[config.mk]
export PLATFORM = sky130hd
export DESIGN_NAME = cpu_clk_ctrl_flat
export DESIGN_NICKNAME = d
export VERILOG_FILES = /design/src/rtl/cpu_clk_ctrl_pkg.sv /design/src/rtl/cpu_clk_ctrl_if.sv /design/src/rtl/cpu_clk_ctrl_clk_divider.sv /design/src/rtl/cpu_clk_ctrl.sv /design/src/flat_wrapper.sv
export SDC_FILE = /design/constraint.sdc
export NUM_CORES = 1
export LEC_CHECK = 0
export ABC_AREA = 1
export BUFFER_PORTS_ARGS = -buffer_cell sky130_fd_sc_hd__buf_2
export CORE_MARGIN = 2
export CORE_UTILIZATION = 59
export DETAILED_ROUTE_END_ITERATION = 8
export PLACE_DENSITY_LB_ADDON = 0.08
export SETUP_SLACK_MARGIN = 0.1
export SLEW_MARGIN = 30
export SYNTH_ARGS = -nofsm -noshare
export SYNTH_HDL_FRONTEND = slang
export SYNTH_SLANG_ARGS = --single-unit
[constraint.sdc]
create_clock -name clk -period 4.1 [get_ports clk]
set_clock_uncertainty 0.15 [all_clocks]
set_input_delay 1.23 -clock clk [delete_from_list [all_inputs] [get_ports clk]]
set_output_delay 1.23 -clock clk [all_outputs]
set_load 0.05 [all_outputs]
[src/rtl/cpu_clk_ctrl_pkg.sv]
// Shared definitions for the CPU run-control sequencer.
// State encoding is common to RTL and benches.
package cpu_clk_ctrl_pkg;

  typedef enum logic [1:0] {
    ST_IDLE   = 2'd0,
    ST_RUN    = 2'd1,
    ST_STEP   = 2'd2,
    ST_HALTED = 2'd3
  } state_e;

endpackage

[src/rtl/cpu_clk_ctrl_if.sv]
// Run-control request/status bundle between board logic
// and the clock-enable sequencer.
interface cpu_clk_ctrl_if #(
  parameter int DIV_WIDTH = 3,
  parameter int CNT_WIDTH = 16
);

  logic                 run_req;
  logic                 step_req;
  logic                 halt_in;
  logic                 halt_clr;
  logic                 div_load;
  logic [DIV_WIDTH-1:0] div_value;
  logic                 cpu_ce;
  logic                 cpu_tick;
  logic                 step_done;
  logic [1:0]           state;
  logic [CNT_WIDTH-1:0] tick_count;

  modport master (
    output run_req, step_req, halt_in, halt_clr,
    output div_load, div_value,
    input  cpu_ce, cpu_tick, step_done, state, tick_count
  );

  modport slave (
    input  run_req, step_req, halt_in, halt_clr,
    input  div_load, div_value,
    output cpu_ce, cpu_tick, step_done, state, tick_count
  );

endinterface

[src/rtl/cpu_clk_ctrl_clk_divider.sv]
// Programmable divider: counts 0..reload while enabled and
// flags terminal count; reload register is load-gated.
module cpu_clk_ctrl_clk_divider #(
  parameter int DIV_WIDTH = 3,
  parameter int DIV_RESET = 7
) (
  input  logic                 clk,
  input  logic                 rst_n,
  input  logic                 i_enable,
  input  logic                 i_load,
  input  logic [DIV_WIDTH-1:0] i_value,
  output logic                 o_tc
);

  logic [DIV_WIDTH-1:0] r_div;
  logic [DIV_WIDTH-1:0] r_div_reg;

  assign o_tc = i_enable && (r_div == r_div_reg);

  always_ff @(posedge clk or negedge rst_n) begin
    if (!rst_n) begin
      r_div     <= '0;
      r_div_reg <= DIV_WIDTH'(DIV_RESET);
    end else begin
      if (!i_enable || o_tc)
        r_div <= '0;
      else
        r_div <= r_div + 1'b1;
      if (i_load)
        r_div_reg <= i_value;
    end
  end

endmodule

[src/rtl/cpu_clk_ctrl.sv]
// Run-control sequencer: free-run, single-step and halt modes
// producing a registered clock enable for the core.
module cpu_clk_ctrl
  import cpu_clk_ctrl_pkg::*;
#(
  parameter int DIV_WIDTH = 3,
  parameter int DIV_RESET = 7,
  parameter int CNT_WIDTH = 16
) (
  input  logic           clk,
  input  logic           rst_n,
  cpu_clk_ctrl_if.slave  bus
);

  state_e               r_state;
  state_e               w_state_nxt;
  logic                 r_ce;
  logic                 r_tick;
  logic                 r_done;
  logic [CNT_WIDTH-1:0] r_count;
  logic                 w_tc;
  logic                 w_en;
  logic                 w_load;
  logic                 w_ce_nxt;
  logic                 w_done_nxt;

  assign w_en   = (r_state == ST_RUN) || (r_state == ST_STEP);
  assign w_load = bus.div_load && !w_en;

  cpu_clk_ctrl_clk_divider #(
    .DIV_WIDTH (DIV_WIDTH),
    .DIV_RESET (DIV_RESET)
  ) u_div (
    .clk      (clk),
    .rst_n    (rst_n),
    .i_enable (w_en),
    .i_load   (w_load),
    .i_value  (bus.div_value),
    .o_tc     (w_tc)
  );

  // Leaving RUN/STEP swallows any terminal count on that edge.
  always_comb begin
    w_state_nxt = r_state;
    w_ce_nxt    = 1'b0;
    w_done_nxt  = 1'b0;
    unique case (r_state)
      ST_IDLE: begin
        if (bus.run_req)
          w_state_nxt = ST_RUN;
        else if (bus.step_req)
          w_state_nxt = ST_STEP;
      end
      ST_RUN: begin
        if (bus.halt_in)
          w_state_nxt = ST_HALTED;
        else if (!bus.run_req)
          w_state_nxt = ST_IDLE;
        else
          w_ce_nxt = w_tc;
      end
      ST_STEP: begin
        if (bus.halt_in) begin
          w_state_nxt = ST_HALTED;
        end else if (w_tc) begin
          w_ce_nxt    = 1'b1;
          w_done_nxt  = 1'b1;
          w_state_nxt = ST_IDLE;
        end
      end
      ST_HALTED: begin
        if (bus.halt_clr)
          w_state_nxt = ST_IDLE;
      end
    endcase
  end

  always_ff @(posedge clk or negedge rst_n) begin
    if (!rst_n) begin
      r_state <= ST_IDLE;
      r_ce    <= 1'b0;
      r_tick  <= 1'b0;
      r_done  <= 1'b0;
      r_count <= '0;
    end else begin
      r_state <= w_state_nxt;
      r_ce    <= w_ce_nxt;
      r_done  <= w_done_nxt;
      if (w_ce_nxt) begin
        r_tick  <= ~r_tick;
        r_count <= r_count + 1'b1;
      end
    end
  end

  assign bus.cpu_ce     = r_ce;
  assign bus.cpu_tick   = r_tick;
  assign bus.step_done  = r_done;
  assign bus.state      = r_state;
  assign bus.tick_count = r_count;

endmodule
[src/flat_wrapper.sv]
// flat-port wrapper written by rule: the top's interface ports become plain ports
module cpu_clk_ctrl_flat import cpu_clk_ctrl_pkg::*;
#(
  parameter int DIV_WIDTH = 3,
  parameter int DIV_RESET = 7,
  parameter int CNT_WIDTH = 16
)
  (clk, rst_n, bus_run_req, bus_step_req, bus_halt_in, bus_halt_clr, bus_div_load, bus_div_value, bus_cpu_ce, bus_cpu_tick, bus_step_done, bus_state, bus_tick_count);
  cpu_clk_ctrl_if #(.DIV_WIDTH(DIV_WIDTH), .CNT_WIDTH(CNT_WIDTH)) bus_i ();
  input  logic clk;
  input  logic rst_n;
  input wire logic [$bits(bus_i.run_req)-1:0] bus_run_req;
  input wire logic [$bits(bus_i.step_req)-1:0] bus_step_req;
  input wire logic [$bits(bus_i.halt_in)-1:0] bus_halt_in;
  input wire logic [$bits(bus_i.halt_clr)-1:0] bus_halt_clr;
  input wire logic [$bits(bus_i.div_load)-1:0] bus_div_load;
  input wire logic [$bits(bus_i.div_value)-1:0] bus_div_value;
  output wire logic [$bits(bus_i.cpu_ce)-1:0] bus_cpu_ce;
  output wire logic [$bits(bus_i.cpu_tick)-1:0] bus_cpu_tick;
  output wire logic [$bits(bus_i.step_done)-1:0] bus_step_done;
  output wire logic [$bits(bus_i.state)-1:0] bus_state;
  output wire logic [$bits(bus_i.tick_count)-1:0] bus_tick_count;
  assign bus_i.run_req = bus_run_req;
  assign bus_i.step_req = bus_step_req;
  assign bus_i.halt_in = bus_halt_in;
  assign bus_i.halt_clr = bus_halt_clr;
  assign bus_i.div_load = bus_div_load;
  assign bus_i.div_value = bus_div_value;
  assign bus_cpu_ce = bus_i.cpu_ce;
  assign bus_cpu_tick = bus_i.cpu_tick;
  assign bus_step_done = bus_i.step_done;
  assign bus_state = bus_i.state;
  assign bus_tick_count = bus_i.tick_count;
  cpu_clk_ctrl #(.DIV_WIDTH(DIV_WIDTH), .DIV_RESET(DIV_RESET), .CNT_WIDTH(CNT_WIDTH)) u_core (.clk(clk), .rst_n(rst_n), .bus(bus_i));
endmodule
==> results.yml, run 1 <==
finish:
  fill_cells: 230
  multiInputGateArea_um2: 835
  nets: 259
  num_antenna_cells: 0
  largest_reg_flops: 16
  seq_area_um2: 679
  areaGrowthSynthToFinish_pct: 11.1
  final_cells: 272
  drive_above_1_share_pct: 21.6
pwr:
  p_per_area_mw_per_mm2: 580
  p_leak_nw: 1.02
  peakVddDrop_uv: 434
  p_total_mw: 1.06
min_path:
  min_path_cells: 1
  hp-class: "reg -> reg"
worst_setup_path:
  start_kind: "register"
  r2r.worst_path.cells: 6
  cp_cell_sequence: "buf_2"
  path_depth: 1
  cp_data_arrival_time_ns: 1.10
  cpMaxStageDelayCell: "dfrtp_1"
  slowest_delay_ns: 0.48
  cpLargestDelayFamily: "flip-flops"
  required_ns: 2.72
  worst-path-buf-inv: 1
  path_class: "reg -> out"
  cp_max_fo: 6
  worst_setup_path_end_kind: "output pin"
global_route:
  grt_pass1_vias: 1262
  grt_overflow: 0
  grtUsageTotal_pct: 21.0
  grt_max_degree: 28
  grt_pass1_wl_um: 5350
  antenna_found_initial: 0
place:
  dp_hpwl_um: 2330
  pre_cts_slack_ns: 1.64
  gp_congestion: 0.836
  dp.cells: 268
  io_buffers: 30
synth:
  synthTopCellsByArea: "dfrtp_1 (37%), nand2_1 (18%), inv_1 (5.5%), ha_1 (5.3%), nor2_1 (5.3%)"
  synth_top_area_cell: "dfrtp_1"
  synth_cell_types: 22
  synth.top_cell.area_share_pct: 36.6
  syn_area_mm2: 0.00164
  syn_avg_cell_area_um2: 7.82
  syn-instance-count: 210
  ys_seq_area_share_pct: 41.4
  syn_nets: 227
  synth_seq_cells: 27
  yosysWarnings: 0
clock_network:
  clock_latency_ns: 0.32
  cts_tree: "done"
  cts_sinks: 27
  numCtsBuffers: 3
  path_clk_slew_ns: 0.15
  h-tree-depth: 1
  cts_root_buffer: "clkbuf_4"
  postCtsSetupBuffers: 0
  ctsLongestPathBuffers: 2
  cts_hold_buf: 0
  cts.repair.resized: 0
routing:
  wl_um: 3040
  antenna_left: 0
  wl_per_cell_um: 11.2
  drtIter0Drc: 63
  drc: 0
  vias_per_cell: 4.99
  drt_first_pass_iters: 4
  vias: 1358
timing:
  fin_crit_sh_pct: 60.6
  totalNegativeSetupSlack_ns: 0
  slew_viol_final: 0
  finalWorstSetupSlack_ns: 1.62
  whs_ns: 0.346
  rsz0062_at_grt: "false"
  max_freq_mhz: 403
  maxSlewHeadroom_pct: 60.3
  hold_violations: 0
  fin_crit_ns: 2.48
  timing.final.setup_violations: 0
  tightest_slew_ns: 0.596
floorplan:
  start_util_pct: 60.6
  dieArea_mm2: 0.00322
  die_x_um: 56.7
  die_y_um: 56.7
  rows: 19
  coreArea_mm2: 0.00271
  io_pins: 31
run_status:
  outcome: "finished, final reports clean"
run:
  drv_cap: 0
==> logic make-up after synthesis <==
logic type | synth area share, %
compound gates | 4.65
flops | 41.4
simple gates | 33.3
fa+ha+maj | 5.34
mux | 0.686
buf+inv | 7.77
xor+xnor | 6.86
==> layer usage <==
| metal | GRT usage [%] | share of wire (%) |
|---|---|---|
| met1 | 28.9 | 47 |
| met2 | 33.6 | 47 |
| met3 | 2.07 | 3.9 |
| met4 | 9.30 | 2.0 |
| met5 | 0 | 0 |
==> Yosys cell counts (all sizes together) <==
cell type	count
xnor2	5
inv	25
ha	7
and2	1
dfstp	3
xor2	7
a21oi	3
nand4	3
buf	3
nor2	24
o21ai	10
mux2	1
nand2	84
nand3	10
dfrtp	24
==> cells in the final DEF, fill, tap and decap left out, types with 4 or more instances in the layout <==
master   Yosys  layout
ha_1         7       7
nand2_1     79      79
buf_2        0      30
inv_1       24      24
dfrtp_1     24      24
nand3_1     10      10
o21ai_0      7       7
nand2_2      4       4
xnor2_1      4       4
nor2_1      23      23
xor2_1       7       7
==> final cells by class <==
| type | instances | share of cell area [%] |
|---|---|---|
| repair buffers | 30 | 8.23 |
| flip-flops and latches | 27 | 37.2 |
| inverters | 25 | 5.14 |
| well taps | 31 | 2.13 |
| multi-input cells | 155 | 45.7 |
| clock buffers | 3 | 1.23 |
| clock inverters | 1 | 0.274 |
==> where the power goes <==
| group | total (mW) | switching [mW] | internal (mW) |
|---|---|---|---|
| logic | 0.533 | 0.378 | 0.155 |
| clock network | 0.115 | 0.0780 | 0.0365 |
| registers | 0.411 | 0.0680 | 0.343 |
| total | 1.06 | 0.524 | 0.534 |
==> path summary, 6_finish.rpt <==
path | from | endpoint | slack, ns
worst min register to register | u_core.u_div.r_div[0] | u_core.u_div.r_div[0] | 0.35
worst max-delay path | u_core.bus.tick_count[9] | bus_tick_count[9] | 1.62
worst min-delay path | u_core.u_div.r_div[0] | u_core.u_div.r_div[0] | 0.35
max in group asynchronous | rst_n | u_core.bus.state[0] | 2.67
worst max register to register | u_core.bus.state[1] | u_core.bus.tick_count[7] | 2.23
min in group asynchronous | rst_n | u_core.bus.tick_count[7] | 0.74
==> stage by stage <==
step / utilization (%) / cell area [um2]
6_report: 67.3 / 1820
5_1_grt: 67.3 / 1820
4_1_cts: 67.3 / 1820
3_5_place_dp: 66.3 / 1800
3_3_place_gp: 66.3 / 1800
2_1_floorplan: - / 1640
No activity file was read; power rests on OpenSTA's default activity.
==> run 2, diff against run 1 <==
--- a/config.mk
+++ b/config.mk
@@ -8,7 +8,7 @@
 export ABC_AREA = 1
 export BUFFER_PORTS_ARGS = -buffer_cell sky130_fd_sc_hd__buf_2
 export CORE_MARGIN = 2
-export CORE_UTILIZATION = 59
+export CORE_UTILIZATION = 49
 export DETAILED_ROUTE_END_ITERATION = 8
 export PLACE_DENSITY_LB_ADDON = 0.08
 export SETUP_SLACK_MARGIN = 0.1
==> constraint.sdc (replaced) <==
create_clock -name clk -period 2 [get_ports clk]
set_clock_uncertainty 0.15 [all_clocks]
set_input_delay 0.6 -clock clk [delete_from_list [all_inputs] [get_ports clk]]
set_output_delay 0.6 -clock clk [all_outputs]
set_load 0.05 [all_outputs]
==> run 2 against run 1 <==
Effect of this change: register-to-register slack worse by 2.1 ns; setup slack worse by 1.5 ns; via count is 1.8% lower; clock power rose by 110%; utilization is 10 points lower; largest power group unchanged; cell count increased by 5.9%; critical path depth unchanged; critical endpoint unchanged; sequential power up 110%; non-clock buffer count unchanged; global-route usage is 2.7 points lower; largest cell class unchanged; combinational power up 110%.
==> results.yml, run 2 (synthesis results as in run 1) <==
pwr:
  p_total_mw: 2.19
  peakVddDrop_uv: 773
  p_per_area_mw_per_mm2: 1170
  p_leak_nw: 1.01
clock_network:
  cts_tree: "done"
  ctsLongestPathBuffers: 2
  cts_sinks: 27
  path_clk_slew_ns: 0.15
  clock_latency_ns: 0.33
  h-tree-depth: 1
  cts_root_buffer: "clkbuf_4"
  numCtsBuffers: 3
worst_setup_path:
  slowest_delay_ns: 0.48
  start_kind: "register"
  cp_data_arrival_time_ns: 1.09
  cpMaxStageDelayCell: "dfrtp_1"
  required_ns: 1.25
  path_class: "reg -> out"
  worst_setup_path_end_kind: "output pin"
  cpLargestDelayFamily: "flip-flops"
  cp_max_fo: 6
  cp_cell_sequence: "clkbuf_4"
  worst-path-buf-inv: 1
finish:
  largest_reg_flops: 16
  layout_commonest_cell: "nand2_1"
  nets: 260
  mostFrequentLayoutCells: "nand2_1 (79), inv_1 (24), buf_2 (24)"
  areaGrowthSynthToFinish_pct: 14.0
  num_antenna_cells: 0
  drive_above_1_share_pct: 22.7
  fill_cells: 337
floorplan:
  rows: 21
  io_pins: 31
  die_y_um: 61.9
  dieArea_mm2: 0.00383
  die_x_um: 61.9
  coreArea_mm2: 0.00328
  start_util_pct: 50.0
run:
  drv_cap: 0
timing:
  totalNegativeSetupSlack_ns: 0
  timing.final.setup_violations: 0
  fin_crit_sh_pct: 91.8
  maxSlewHeadroom_pct: 59.0
  hold_violations: 0
  rsz0062_at_grt: "true"
  slew_viol_final: 0
  tightest_slew_ns: 0.615
  finalWorstSetupSlack_ns: 0.163
  max_freq_mhz: 544
  fin_crit_ns: 1.84
global_route:
  grt_max_degree: 28
  grt_overflow: 0
  antenna_found_initial: 0
  grtUsageTotal_pct: 18.3
  grt_pass1_wl_um: 5280
  grt_pass1_vias: 1166
min_path:
  hp-class: "in -> async"
place:
  gp_congestion: 0.807
  pre_cts_slack_ns: 0.155
  io_buffers: 30
  dp_hpwl_um: 2220
routing:
  vias_per_cell: 4.63
  wl_per_cell_um: 10.7
  vias: 1334
  drtIter0Drc: 87
  antenna_left: 0
  drt_first_pass_iters: 4
  wl_um: 3080
  drc: 0
run_status:
  outcome: "finished, final reports clean"
run 2: changes by cell type in the layout (fill, tap and decap cells not counted):
cell,delta
dfrtp_1,-3
clkbuf_1,+1
clkbuf_4,+6
buf_2,-6
nor2_4,+1
clkinv_2,-1
dfrtp_2,+3
run 2: cell type report:
type	count	area [um2]	area share, %
Inverter	25	93.8	5.01
Timing Repair Buffer	30	165	8.82
Sequential cell	27	683	36.5
Multi-Input combinational cell	156	846	45.2
Tap cell	46	57.6	3.07
Clock buffer	4	26.3	1.40
run 2: report_power, final:
group	internal, mW	switching (mW)
Sequential	0.706	0.141
Clock	0.0781	0.166
Combinational	0.324	0.774
run 2: what timing repair did:
action / in CTS / in global routing
resized for setup: 0 / 7
hold buffers: 0 / 0
endpoints found under the setup margin: 0 / 22
buffers inserted: 0 / 0
run 2: metal layers:
metal	track usage, %	vias to the layer above	wire (um)
met5	0	-	0
met1	28.3	603	1640
met3	2.48	2	78
li1	-	708	-
met2	26.5	21	1350
met4	5.47	0	20
run 2: path summary, 6_finish.rpt:
path,from,endpoint,slack (ns),depth (start not counted)
worst max register to register,u_core.bus.state[0],u_core.bus.cpu_tick,0.16,6
worst max-delay path,u_core.bus.tick_count[9],bus_tick_count[9],0.16,1
max in group asynchronous,rst_n,u_core.bus.state[0],1.15,1
worst min-delay path,rst_n,u_core.bus.tick_count[7],0.11,1
worst min register to register,u_core.u_div.r_div_reg[0],u_core.u_div.r_div_reg[0],0.35,2
min in group clk,bus_div_value[0],u_core.u_div.r_div_reg[0],0.34,3
run 2: stage by stage:
step	utilization, %	instance area (um2)	cells	hold slack [ns]
CTS	56.2	1840	287	0.119
global placement	55.4	1820	283	0.326
floorplan	-	1640	210	0.154
global route	57.0	1870	288	0.139
detailed placement	55.4	1820	283	0.331
finish	57.0	1870	288	0.110
